--- config.mk ---
export PLATFORM = sky130hd
export DESIGN_NAME = reg_bank_exec
export DESIGN_NICKNAME = d
export VERILOG_FILES = /design/src/rtl/reg_bank_exec.sv
export SDC_FILE = /design/constraint.sdc
export NUM_CORES = 1
export LEC_CHECK = 0
export ABC_CLOCK_PERIOD_IN_PS = 3100
export BUFFER_PORTS_ARGS = -buffer_cell sky130_fd_sc_hd__buf_2
export CORE_ASPECT_RATIO = 1.4
export CORE_MARGIN = 4
export CORE_UTILIZATION = 29
export DETAILED_ROUTE_END_ITERATION = 8
export GPL_TIMING_DRIVEN = 0
export PLACE_DENSITY = 0.51
export SYNTH_ARGS = -nofsm -noshare
export SYNTH_HDL_FRONTEND = slang
export SYNTH_SLANG_ARGS = --single-unit
--- constraint.sdc ---
create_clock -name clk -period 3.1 [get_ports clk]
set_input_delay 0.155 -clock clk [delete_from_list [all_inputs] [get_ports clk]]
set_output_delay 0.155 -clock clk [all_outputs]
set_load 0.01 [all_outputs]
--- src/rtl/reg_bank_exec.sv ---
// reg_bank_exec: register bank plus a single-op execute stage driven by the
// idle -> read_data -> store_result control unit.
//
// Ports:
//   clk, rst          clock; asynchronous active-high reset
//   read_en           capture regs[src_a_addr], regs[src_b_addr] and op
//   write_en          write ALU result of the captured operands to regs[wr_addr]
//   wr_addr           destination register index
//   src_a_addr        operand A index (sampled with read_en)
//   src_b_addr        operand B index (sampled with read_en)
//   op                00 ADD, 01 SUB, 10 AND, 11 XOR (sampled with read_en)
//   ld_en/ld_addr/ld_data  host load port; loses to a same-cycle write-back
//   dbg_addr/dbg_data combinational debug read, 0 when out of range
//   result, flag      last written-back value and its carry/borrow
//   result_valid      one-cycle pulse after a completed write-back
//   ld_drop           one-cycle pulse after a host load was discarded
//   err               one-cycle pulse after write_en without captured operands
module reg_bank_exec #(
    parameter int unsigned reg_depth  = 8,
    parameter int unsigned data_width = 4,
    localparam int unsigned AW = (reg_depth > 1) ? $clog2(reg_depth) : 1
) (
    input  logic                  clk,
    input  logic                  rst,
    input  logic                  read_en,
    input  logic                  write_en,
    input  logic [AW-1:0]         wr_addr,
    input  logic [AW-1:0]         src_a_addr,
    input  logic [AW-1:0]         src_b_addr,
    input  logic [1:0]            op,
    input  logic                  ld_en,
    input  logic [AW-1:0]         ld_addr,
    input  logic [data_width-1:0] ld_data,
    input  logic [AW-1:0]         dbg_addr,
    output logic [data_width-1:0] dbg_data,
    output logic [data_width-1:0] result,
    output logic                  flag,
    output logic                  result_valid,
    output logic                  ld_drop,
    output logic                  err
);

    typedef enum logic [1:0] {
        OpAdd = 2'b00,
        OpSub = 2'b01,
        OpAnd = 2'b10,
        OpXor = 2'b11
    } op_e;

    // State
    logic [data_width-1:0] regs_q [reg_depth];
    logic [data_width-1:0] regs_d [reg_depth];
    logic [data_width-1:0] a_q, a_d, b_q, b_d;
    logic [1:0]            op_q, op_d;
    logic                  opv_q, opv_d;
    logic [data_width-1:0] result_q, result_d;
    logic                  flag_q, flag_d;
    logic                  result_valid_q, result_valid_d;
    logic                  ld_drop_q, ld_drop_d;
    logic                  err_q, err_d;

    // Combinational helpers
    logic                  wb_fire;
    logic [data_width-1:0] rd_a, rd_b;
    logic [data_width:0]   sum_w;
    logic [data_width-1:0] alu_r;
    logic                  alu_flag;

    assign wb_fire = write_en & opv_q;

    // Decoded reads: any index not matching a register (out of range) yields 0.
    always_comb begin
        rd_a     = '0;
        rd_b     = '0;
        dbg_data = '0;
        for (int unsigned i = 0; i < reg_depth; i++) begin
            if (src_a_addr == AW'(i)) rd_a = regs_q[i];
            if (src_b_addr == AW'(i)) rd_b = regs_q[i];
            if (dbg_addr == AW'(i))   dbg_data = regs_q[i];
        end
    end

    // ALU works only from the latched operands, never from the live bank.
    always_comb begin
        alu_r    = '0;
        alu_flag = 1'b0;
        sum_w    = {1'b0, a_q} + {1'b0, b_q};
        unique case (op_e'(op_q))
            OpAdd: begin
                alu_r    = sum_w[data_width-1:0];
                alu_flag = sum_w[data_width];
            end
            OpSub: begin
                alu_r    = a_q - b_q;
                alu_flag = (a_q < b_q);
            end
            OpAnd: alu_r = a_q & b_q;
            OpXor: alu_r = a_q ^ b_q;
            default: begin
                alu_r    = '0;
                alu_flag = 1'b0;
            end
        endcase
    end

    // Register bank next state: write-back has priority over the host load.
    always_comb begin
        for (int unsigned i = 0; i < reg_depth; i++) begin
            regs_d[i] = regs_q[i];
            if (wb_fire && (wr_addr == AW'(i))) begin
                regs_d[i] = alu_r;
            end else if (ld_en && !wb_fire && (ld_addr == AW'(i))) begin
                regs_d[i] = ld_data;
            end
        end
    end

    // Operand latches and status next state.
    always_comb begin
        a_d            = a_q;
        b_d            = b_q;
        op_d           = op_q;
        opv_d          = opv_q;
        result_d       = result_q;
        flag_d         = flag_q;
        result_valid_d = wb_fire;
        ld_drop_d      = ld_en & wb_fire;
        err_d          = write_en & ~opv_q;

        if (wb_fire) begin
            result_d = alu_r;
            flag_d   = alu_flag;
            opv_d    = 1'b0;
        end
        // Capture reads pre-write contents and re-arms even on a write-back cycle.
        if (read_en) begin
            a_d   = rd_a;
            b_d   = rd_b;
            op_d  = op;
            opv_d = 1'b1;
        end
    end

    always_ff @(posedge clk or posedge rst) begin
        if (rst) begin
            for (int unsigned i = 0; i < reg_depth; i++) begin
                regs_q[i] <= '0;
            end
            a_q            <= '0;
            b_q            <= '0;
            op_q           <= 2'b00;
            opv_q          <= 1'b0;
            result_q       <= '0;
            flag_q         <= 1'b0;
            result_valid_q <= 1'b0;
            ld_drop_q      <= 1'b0;
            err_q          <= 1'b0;
        end else begin
            for (int unsigned i = 0; i < reg_depth; i++) begin
                regs_q[i] <= regs_d[i];
            end
            a_q            <= a_d;
            b_q            <= b_d;
            op_q           <= op_d;
            opv_q          <= opv_d;
            result_q       <= result_d;
            flag_q         <= flag_d;
            result_valid_q <= result_valid_d;
            ld_drop_q      <= ld_drop_d;
            err_q          <= err_d;
        end
    end

    assign result       = result_q;
    assign flag         = flag_q;
    assign result_valid = result_valid_q;
    assign ld_drop      = ld_drop_q;
    assign err          = err_q;

endmodule
==> metrics.md <==
| Metric | Value |
|---|---|
| Dpl hpwl | `8030 um` |
| HP Start | `op[1]` |
| Vias | `2806` |
| Share of the synthesized area in the top cell type | `36.0%` |
| RSZ-0062 raised after global routing | `no` |
| Clk slew on worst S/H paths | `70 ps` |
| Commonest non-fill, non-tap cell in the layout | `dfrtp_1` |
| Synth Area in Adders | `3.96%` |
| Startpoint Class | `register` |
| Root buf cell | `clkbuf_16` |
| CP max FO | `9` |
| Largest family of logic cells by synthesized area | `multiplexers` |
| Routed WL | `9990 um` |
| Cell Area, Synth | `3540 um^2` |
| Post-synthesis mux area share | `24.3%` |
| Min-Delay Path Class | `in2reg` |
| CP Data Required Time | `3230 ps` |
| Cells after synthesis | `350` |
| # Post-CTS Setup Buffers | `0` |
| Fill cell count | `1251` |
| Hold depth | `2` |
| Largest net degree at the start of global routing | `36` |
| Arrival @ worst endpoint | `2420 ps` |
| Critical Setup Path Class | `reg2reg` |
| Antenna violations before repair | `0` |
| Die Wd | `101 um` |
| RR Startpoint | `b_q[1]` |
| FF+latch count, synth | `51` |
| Max Cap Viol | `0` |
| Final Cell Area | `4030 um^2` |
| TritonCTS clock tree | `built` |
| Worst-Margin Slew | `894 ps` |
| Post_cts resized | `0` |
| Ys Warns | `0` |
| Tcrit/Tclk final | `73.9%` |
| Worst skew pair latency | `290 ps` |
| DRC viols | `0` |
| Setup-failing EPs final | `0` |
| Power, Total | `2.86 mW` |
| H-tree levels | `2` |
| N_diodes | `0` |
| Synth Area in Compound Gates | `16.6%` |
| Die footprint | `14100 um^2` |
| Die Span Y | `139 um` |
| Drt pass-1 iters | `4` |
| Final hold violations | `0` |
| Worst slack at placement | `793 ps` |
| Hold slack | `87.5 ps` |
| Status | `complete, no violations` |
| Layout cells sized above 1 | `21.9%` |
| Row cnt | `47` |
| Total CTS buffers | `5` |
| Leakage | `1.73 nW` |
| Minimum clock period | `2290 ps` |
| Total gr overflow | `0` |
| Final Skew | `4.83 ps` |
| DR iter-0 viols | `223` |
| Placer Congestion | `0.798` |
| XOR/XNOR Fraction of Synth Area | `0.495%` |
| Per-cell routed wire length | `18.7 um` |
| Worst r2r dst | `regs_q[7]` |
| Core box area | `11900 um^2` |
| First-pass GRT wire length | `16200 um` |
| Reg2Reg Setup Slack | `810 ps` |
| Sequential-to-total area share from yosys stat | `36.0%` |
| Final slew viol count | `0` |
| Buffers on Ports | `28` |
| Maximum vdd drop | `0.246 mV` |
| Vias in the first global route | `2899` |
| Synth top area cells | `dfrtp_1, mux2i_1, mux4_2, o21ai_0, nand2_1` |
| Slew margin rel. | `38.7%` |
| Final #Nets | `423` |
| Vias per cell | `5.24` |
| Avg Inst Size Synth | `10.1 um^2` |
| Antenna-violating nets left | `0` |
| Initial Util | `29.8%` |
| Post-synthesis cell type count | `51` |
| Longest Clk Path Bufs | `2` |
| Setup TNS Final | `0 ps` |
| Net Count, Synth | `386` |
| Clock Sinks | `51` |
| Post-Synth Simple-Gate Area | `13.7%` |
| Leading area contributor after synthesis | `dfrtp_1` |
| Reg2reg path depth | `7` |
| IO Count | `38` |
| Pwr dens | `710 nW/um^2` |
| Crit. End Element | `register` |
| GRT Total Usage | `14.9%` |
| Area grow syn2layout | `13.9%` |
| Final WS setup | `808 ps` |
| Most frequent cells in the layout | `dfrtp_1, mux2i_1, buf_2` |
| Hold Path End | `op_q[1]` |
| Area after DPL | `3890 um^2` |
| Fmax | `436 MHz` |
logic make-up (layout without fill, tap and decap cells):
logic type / count (synthesis) / count (layout)
AOI/OAI and AO/OA: 84 / 84
xor gates and xnor gates: 2 / 2
adders and majority gates: 10 / 10
buffers and inverters: 42 / 80
DFF: 51 / 51
muxes: 67 / 67
and+or+nand+nor: 94 / 94
flip-flops by register name (all words and copies together) (netlist names):
name          flops
regs_q           32
op_q              2
b_q               4
flag              1
result_valid      1
err               1
a_q               4
opv_q             1
ld_drop           1
result            4
layer usage:
| layer | GRT usage (%) | vias to the layer above | wire, um |
|---|---|---|---|
| met2 | 28.1 | 50 | 5680 |
| met3 | 2.32 | 7 | 271 |
| met5 | 0 | - | 0 |
| met1 | 17.1 | 1400 | 3910 |
| li1 | - | 1349 | - |
| met4 | 3.64 | 0 | 130 |
repair_timing:
| action | CTS | global route |
|---|---|---|
| endpoints found under the setup margin | 0 | 0 |
| hold buffers | 1 | 0 |
| hold endpoints to repair | 16 | 0 |
critical path, cell delays in order, from the launching register on:
cell,delay [ps]
dfrtp_1,490
inv_1,70
ha_1,320
nor2_1,60
a221oi_2,260
xor2_1,140
o311ai_4,600
a221oi_1,170
layout make-up:
class / count / area (um^2) / area share [%]
multi-input combinational: 257 / 2090 / 51.9
sequential: 51 / 1280 / 31.6
tap: 147 / 184 / 4.56
timing repair buffer: 30 / 170 / 4.22
clock buffer: 7 / 133 / 3.29
buffer: 22 / 98.8 / 2.45
inverter: 20 / 75.1 / 1.86
clock inverter: 1 / 5.00 / 0.124
cells in the mapped netlist (all sizes together):
library cell,count
a211oi,4
a21boi,1
a21o,3
a21oi,14
a221oi,6
a22o,2
a22oi,2
a31o,1
a31oi,4
a32oi,1
and2,1
and3,6
buf,9
clkbuf,13
dfrtp,51
fa,2
ha,8
inv,20
mux2,9
mux2i,44
mux4,14
nand2,28
nand2b,5
nand3,8
nand3b,3
nor2,25
nor2b,6
nor3,9
nor3b,1
o211ai,5
o21a,2
o21ai,31
o221ai,2
o22ai,3
o2bb2ai,1
o311ai,1
o31ai,1
or3,1
or4,1
xor2,2
power by group:
part / total [mW] / internal [mW] / switching [mW]
registers: 1.15 / 0.895 / 0.259
logic: 1.16 / 0.556 / 0.600
clock network: 0.553 / 0.300 / 0.253
total: 2.86 / 1.75 / 1.11
through the flow:
stage	utilization [%]	std cells
2_1_floorplan	-	350
3_3_place_gp	32.5	525
3_5_place_dp	32.7	526
4_1_cts	34.0	535
5_1_grt	34.0	535
6_report	34.0	535
worst max-delay path by stage:
| stage | from | endpoint | cells past startpoint |
|---|---|---|---|
| final | b_q[1] | regs_q[7] | 7 |
| after global routing | b_q[1] | regs_q[19] | 7 |
| after CTS | b_q[1] | regs_q[7] | 7 |
| after detailed placement | b_q[1] | regs_q[7] | 7 |
| after global placement | b_q[1] | regs_q[15] | 7 |
| after floorplan | a_q[0] | result[1] | 6 |
Note: power is estimated with default switching activity, not from simulation.
